[src/rtl/aux_input_pkg.sv]
// aux_input_pkg: shared definitions for the board-input conditioner.
//   aux_hs_state_e          - request handshake FSM state encoding
//   AUX_DEB_CNT_DEFAULT     - debounce stable-cycle count (10 ms at 100 MHz)
//   AUX_SYNC_STAGES_DEFAULT - synchronizer depth
package aux_input_pkg;

  typedef enum logic [1:0] {
    ST_IDLE     = 2'd0,
    ST_REQ      = 2'd1,
    ST_WAIT_LOW = 2'd2
  } aux_hs_state_e;

  localparam int unsigned AUX_DEB_CNT_DEFAULT     = 1_000_000;
  localparam int unsigned AUX_SYNC_STAGES_DEFAULT = 2;

endpackage

[src/rtl/aux_input_conditioner_if.sv]
// aux_input_conditioner_if: four-phase req/ack handshake between the
// board-clock input conditioner and the core-clock enable logic.
//   req  - held resume request (conditioner -> consumer)
//   busy - conditioner handshake not idle (conditioner -> consumer)
//   ack  - acknowledge, asynchronous to the conditioner clock (consumer -> conditioner)
interface aux_input_conditioner_if;
  logic req;
  logic busy;
  logic ack;

  modport master (output req, output busy, input ack);
  modport slave  (input req, input busy, output ack);
endinterface

[src/rtl/aux_debounce_bit.sv]
// aux_debounce_bit: synchronizer chain plus debounce counter for one raw input.
//   clk   - board clock
//   rst   - synchronous active-high reset
//   raw   - asynchronous, bouncy input
//   level - debounced level; changes only after DebCnt consecutive
//           synchronized samples that differ from the current level
module aux_debounce_bit #(
  parameter int unsigned SyncStages = 2,
  parameter int unsigned DebCnt     = 4
) (
  input  logic clk,
  input  logic rst,
  input  logic raw,
  output logic level
);

  localparam int unsigned CntW = $clog2(DebCnt + 1);
  localparam logic [CntW-1:0] CntLast = CntW'(DebCnt - 1);

  logic [SyncStages-1:0] sync_q;
  logic                  sync_s;
  logic [CntW-1:0]       cnt_q;
  logic                  stable_q;

  assign sync_s = sync_q[SyncStages-1];
  assign level  = stable_q;

  always_ff @(posedge clk) begin
    if (rst) begin
      sync_q   <= '0;
      cnt_q    <= '0;
      stable_q <= 1'b0;
    end else begin
      sync_q <= {sync_q[SyncStages-2:0], raw};
      if (sync_s == stable_q) begin
        // any return to the old level discards the partial count
        cnt_q <= '0;
      end else if (cnt_q == CntLast) begin
        stable_q <= sync_s;
        cnt_q    <= '0;
      end else begin
        cnt_q <= cnt_q + CntW'(1);
      end
    end
  end

endmodule

[src/rtl/aux_input_conditioner.sv]
// aux_input_conditioner: debounces the resume button and slide switches and
// turns each accepted button press into one four-phase req/ack request.
//   clk       - board clock
//   rst       - synchronous active-high reset
//   btn_raw   - raw resume button
//   swt_raw   - raw switches
//   swt       - debounced switch levels
//   btn_level - debounced button level
//   btn_rise  - one-cycle pulse on accepted 0->1 of btn_level
//   hs        - req/busy out, ack in (ack synchronized here, not debounced)
module aux_input_conditioner
  import aux_input_pkg::*;
#(
  parameter int unsigned NumSwt     = 16,
  parameter int unsigned SyncStages = AUX_SYNC_STAGES_DEFAULT,
  parameter int unsigned DebCnt     = AUX_DEB_CNT_DEFAULT
) (
  input  logic                  clk,
  input  logic                  rst,
  input  logic                  btn_raw,
  input  logic [NumSwt-1:0]     swt_raw,
  output logic [NumSwt-1:0]     swt,
  output logic                  btn_level,
  output logic                  btn_rise,
  aux_input_conditioner_if.master hs
);

  logic                  stable_btn;
  logic                  stable_btn_d1_q;
  logic [SyncStages-1:0] ack_sync_q;
  logic                  ack_s;
  aux_hs_state_e         state_q;
  logic                  req_q;
  logic                  busy_q;

  for (genvar i = 0; i < NumSwt; i++) begin : g_swt
    aux_debounce_bit #(
      .SyncStages (SyncStages),
      .DebCnt     (DebCnt)
    ) u_deb (
      .clk   (clk),
      .rst   (rst),
      .raw   (swt_raw[i]),
      .level (swt[i])
    );
  end

  aux_debounce_bit #(
    .SyncStages (SyncStages),
    .DebCnt     (DebCnt)
  ) u_deb_btn (
    .clk   (clk),
    .rst   (rst),
    .raw   (btn_raw),
    .level (stable_btn)
  );

  assign btn_level = stable_btn;
  // both terms are flops, so the pulse is glitch-free
  assign btn_rise  = stable_btn & ~stable_btn_d1_q;
  assign ack_s     = ack_sync_q[SyncStages-1];
  assign hs.req    = req_q;
  assign hs.busy   = busy_q;

  always_ff @(posedge clk) begin
    if (rst) begin
      ack_sync_q      <= '0;
      stable_btn_d1_q <= 1'b0;
      state_q         <= ST_IDLE;
      req_q           <= 1'b0;
      busy_q          <= 1'b0;
    end else begin
      ack_sync_q      <= {ack_sync_q[SyncStages-2:0], hs.ack};
      stable_btn_d1_q <= stable_btn;
      case (state_q)
        ST_IDLE: begin
          // ack_s high while idle is stale and ignored
          if (btn_rise) begin
            state_q <= ST_REQ;
            req_q   <= 1'b1;
            busy_q  <= 1'b1;
          end
        end
        ST_REQ: begin
          // presses arriving here are dropped, not queued
          if (ack_s) begin
            state_q <= ST_WAIT_LOW;
            req_q   <= 1'b0;
          end
        end
        ST_WAIT_LOW: begin
          if (!ack_s) begin
            state_q <= ST_IDLE;
            busy_q  <= 1'b0;
          end
        end
        default: begin
          state_q <= ST_IDLE;
          req_q   <= 1'b0;
          busy_q  <= 1'b0;
        end
      endcase
    end
  end

endmodule

[src/flat_wrapper.sv]
// flat-port wrapper written by rule: the top's interface ports become plain ports
module aux_input_conditioner_flat import aux_input_pkg::*;
#(
  parameter int unsigned NumSwt     = 16,
  parameter int unsigned SyncStages = AUX_SYNC_STAGES_DEFAULT,
  parameter int unsigned DebCnt     = AUX_DEB_CNT_DEFAULT
)
  (clk, rst, btn_raw, swt_raw, swt, btn_level, btn_rise, hs_req, hs_busy, hs_ack);
  aux_input_conditioner_if hs_i ();
  input  logic clk;
  input  logic rst;
  input  logic btn_raw;
  input  logic [NumSwt-1:0] swt_raw;
  output logic [NumSwt-1:0] swt;
  output logic btn_level;
  output logic btn_rise;
  output wire logic [$bits(hs_i.req)-1:0] hs_req;
  output wire logic [$bits(hs_i.busy)-1:0] hs_busy;
  input wire logic [$bits(hs_i.ack)-1:0] hs_ack;
  assign hs_req = hs_i.req;
  assign hs_busy = hs_i.busy;
  assign hs_i.ack = hs_ack;
  aux_input_conditioner #(.NumSwt(NumSwt), .SyncStages(SyncStages), .DebCnt(DebCnt)) u_core (.clk(clk), .rst(rst), .btn_raw(btn_raw), .swt_raw(swt_raw), .swt(swt), .btn_level(btn_level), .btn_rise(btn_rise), .hs(hs_i));
endmodule
[config.mk]
export PLATFORM = sky130hd
export DESIGN_NAME = aux_input_conditioner_flat
export DESIGN_NICKNAME = d
export VERILOG_FILES = /design/src/rtl/aux_input_pkg.sv /design/src/rtl/aux_input_conditioner_if.sv /design/src/rtl/aux_debounce_bit.sv /design/src/rtl/aux_input_conditioner.sv /design/src/flat_wrapper.sv
export SDC_FILE = /design/constraint.sdc
export NUM_CORES = 1
export LEC_CHECK = 0
export ABC_AREA = 1
export CAP_MARGIN = 20
export CORE_MARGIN = 3
export CORE_UTILIZATION = 63
export CTS_CLUSTER_DIAMETER = 50
export CTS_CLUSTER_SIZE = 40
export DETAILED_ROUTE_END_ITERATION = 12
export HOLD_SLACK_MARGIN = 0.12
export PLACE_DENSITY = 0.79
export SYNTH_ARGS = -nofsm -noshare
export SYNTH_HDL_FRONTEND = slang
export SYNTH_SLANG_ARGS = --single-unit
[constraint.sdc]
create_clock -name clk -period 2 [get_ports clk]
set_clock_uncertainty 0.15 [all_clocks]
set_input_delay 0.2 -clock clk [delete_from_list [all_inputs] [get_ports clk]]
set_output_delay 0.2 -clock clk [all_outputs]
set_load 0.03 [all_outputs]
==> reports/qor.txt <==
sequential area share after synthesis -> 40.6%
Starting Density -> 65.0%
Setup crit end kind -> output port
#FFs+latches synth -> 398
setup TNS -> 0 ps
worst-skew pair later-pin latency -> 520 ps
Worst path depth -> 1
Clock Path Buffers -> 3
cell depth of the worst flop-to-flop path -> 6
Non-Filler Instances -> 3376
Max Cap Violations -> 0
area delta synth->final -> 11.4%
Fmax -> 515 MHz
RR Endpoint -> u_core.g_swt[14].u_deb.cnt_q[16]
vias in the first global route -> 16586
register clock-pin slew on the reported worst setup and hold paths -> 70 ps
Critical Path RT -> 1650 ps
# nets final -> 2992
Core Box Area -> 30200 um^2
total track usage -> 23.7%
via count -> 17489
CTS root buf -> clkbuf_16
outcome -> completed
hold path cells -> 2
die height -> 182 um
Placed Cells -> 3285
CTS sink cnt -> 398
Pwr per Cell Area -> 735 nW/um^2
Iter 0 DRT Violations -> 1016
static leakage -> 6.93 nW
Mean Syn Cell Area -> 6.78 um^2
crit path from -> u_core.g_swt[6].u_deb.level
Final ANT Viol Nets -> 0
Wirelength per Cell -> 11.6 um
Cells after Synth -> 2892
Setup crit end -> swt[6]
VDD IR max -> 650 uV
RR Startpoint -> u_core.g_swt[14].u_deb.cnt_q[0]
I/O pin cnt -> 40
CTS tree -> done
vias per cell -> 5.18
GP Congestion -> 0.904
IO buf count -> 39
Final Critical Period -> 1940 ps
Crit Path Category -> reg -> out
DRC -> 0
Top delay family on crit path -> buffers and inverters
Final Slew Violations -> 0
ratio of cells with drive above 1 in the final layout -> 6.20%
Std-Cell Rows -> 63
grt ovf -> 0
Yosys warning total -> 0
setup bufs post-CTS -> 0
Die Width -> 182 um
crit path cell chain -> clkdlybuf4s50_1
first-pass GRT wire length -> 70400 um
Final HPWL DP -> 27700 um
Die ar. -> 33300 um^2
pin count of the biggest net entering global routing -> 52
CP max FO -> 3
Setup violations, final -> 0
CP max-delay cell -> clkdlybuf4s50_1
Worst R2R Setup Slack -> 200 ps
CP Launch Type -> flip-flop
Total Routed Length -> 39200 um
final hold vios -> 0
Util after Layout -> 72.4%
count of different cell masters after synthesis -> 38
hold crit path type -> reg -> reg
initial antenna violation count -> 0
synthesized cell area -> 19600 um^2
syn nets -> 2929
Slew headroom -> 67.2%
post-route cell area -> 21800 um^2
Inserted Clock Buffers -> 39
drt pass-1 iters -> 5
htree depth -> 2
worst path buffer plus inverter count -> 1
CP Data Arrival Time -> 1590 ps
Fill cells -> 2518
Slew @ Worst Pin -> 491 ps
placed cell areas -> 20300 um^2
RSZ-0062 raised after global routing -> false
fin crit share -> 97.2%
CP peak stage delay -> 700 ps
==> logic make-up (layout without fill, tap and decap cells) <==
logic type	count (synthesis)	after routing	synth area share [%]
xor gates and xnor gates	153	153	6.83
and+or+nand+nor	1787	1787	38.3
DFF	398	398	40.6
buffers and inverters	338	431	7.53
AOI/OAI and AO/OA	199	199	5.67
adders and majority gates	17	17	1.08
other	0	1	0
==> Yosys cell counts, drive strengths merged <==
| library cell | number | area share (%) |
|---|---|---|
| clkinv | 1 | 0.025 |
| o21bai | 14 | 0.54 |
| nor2 | 739 | 15 |
| and2 | 7 | 0.22 |
| o21a | 1 | 0.038 |
| buf | 44 | 1.9 |
| nor3 | 17 | 0.48 |
| nand3b | 16 | 0.61 |
| nand3 | 191 | 5.3 |
| o21ai | 42 | 1.1 |
| ha | 17 | 1.1 |
| nor4 | 1 | 0.032 |
| nor2b | 1 | 0.032 |
| nand4 | 49 | 1.6 |
| nand2 | 735 | 14 |
| a21oi | 142 | 4.0 |
| dfxtp | 398 | 41 |
| xnor2 | 64 | 2.9 |
| clkbuf | 5 | 0.096 |
| xor2 | 89 | 4.0 |
| inv | 288 | 5.5 |
| or2 | 31 | 0.99 |
==> routing by layer <==
metal	vias up	routed length, um	global-route usage, %
met3	64	1610	3.11
met2	359	18800	42.5
met5	-	0	0
met1	7939	18100	30.3
met4	0	767	5.97
li1	9127	-	-
==> registers in the layout, indices dropped and copies added (netlist names) <==
signal,flops
u_core.u_deb_btn.cnt_q,20
u_core.g_swt.u_deb.sync_q,32
u_core.u_deb_btn.level,1
u_core.ack_sync_q,2
u_core.g_swt.u_deb.level,16
u_core.g_swt.u_deb.cnt_q,320
u_core.hs.busy,1
u_core.u_deb_btn.sync_q,2
u_core.state_q,2
u_core.stable_btn_d1_q,1
u_core.hs.req,1
==> worst min-delay path by stage <==
stage	startpoint	endpoint	slack, ps
floorplan	hs_ack	u_core.ack_sync_q[0]	160
global placement	u_core.g_swt[6].u_deb.sync_q[0]	u_core.g_swt[6].u_deb.sync_q[1]	240
detailed placement	u_core.g_swt[12].u_deb.sync_q[0]	u_core.g_swt[12].u_deb.sync_q[1]	250
CTS	u_core.g_swt[12].u_deb.sync_q[0]	u_core.g_swt[12].u_deb.sync_q[1]	250
global route	u_core.g_swt[1].u_deb.sync_q[0]	u_core.g_swt[1].u_deb.sync_q[1]	270
finish	u_core.g_swt[12].u_deb.sync_q[0]	u_core.g_swt[12].u_deb.sync_q[1]	250
==> power by group <==
part	leakage, nW	switching, mW	total (mW)	internal (mW)
Sequential	3.21	0.0259	7.99	7.97
Combinational	3.04	0.144	0.256	0.112
Clock	0.677	3.32	7.81	4.50
Total	6.93	3.49	16.1	12.6
==> metrics by stage <==
step | hold WS [ps] | total power, mW | worst slack, ps
2_1_floorplan | 157 | 8.32 | 357
3_3_place_gp | 240 | 8.39 | 271
3_5_place_dp | 245 | 8.40 | 206
4_1_cts | 253 | 16.2 | 1.64
5_1_grt | 268 | 16.6 | 13.4
6_report | 250 | 16.1 | 56.9
==> repair_timing <==
action	4_1_cts	5_1_grt
setup endpoints to repair	3	7
hold endpoints to repair	43	0
hold buffers	19	0
resized for setup	3	6
==> cell usage in the layout, fill, tap and decap left out, types with 3 or more instances in the layout <==
cell             instances
nand2_1                723
nor2_1                 705
dfxtp_1                398
inv_1                  286
nand3_1                174
a21oi_1                124
xor2_1                  89
xnor2_1                 64
nand4_1                 49
clkbuf_16               41
o21ai_0                 40
clkdlybuf4s50_1         30
nor2_2                  28
dlygate4sd3_1           19
a21oi_2                 18
nand3_2                 17
nand3b_1                16
ha_1                    16
nor3_1                  15
or2_2                   14
or2_0                   14
o21bai_1                14
nand2_2                  9
buf_4                    8
and2_1                   7
nor2_4                   6
clkinv_2                 5
inv_6                    5
inv_8                    5
dlymetal6s2s_1           5
buf_12                   5
bufinv_16                4
or2_1                    3
nand2_4                  3
clkbuf_8                 3
clkinvlp_4               3
dlygate4sd2_1            3
==> cell type report <==
class	count	area [um^2]	share of cell area, %
well taps	390	488	2.23
flip-flops and latches	398	7970	36.5
inverters	289	1090	4.97
multi-input cells	2156	10200	46.6
clock buffers	46	1070	4.92
repair buffers	71	744	3.41
diodes	1	2.50	0.0115
clock inverters	25	313	1.43
Power figures use the tool's default switching activity.
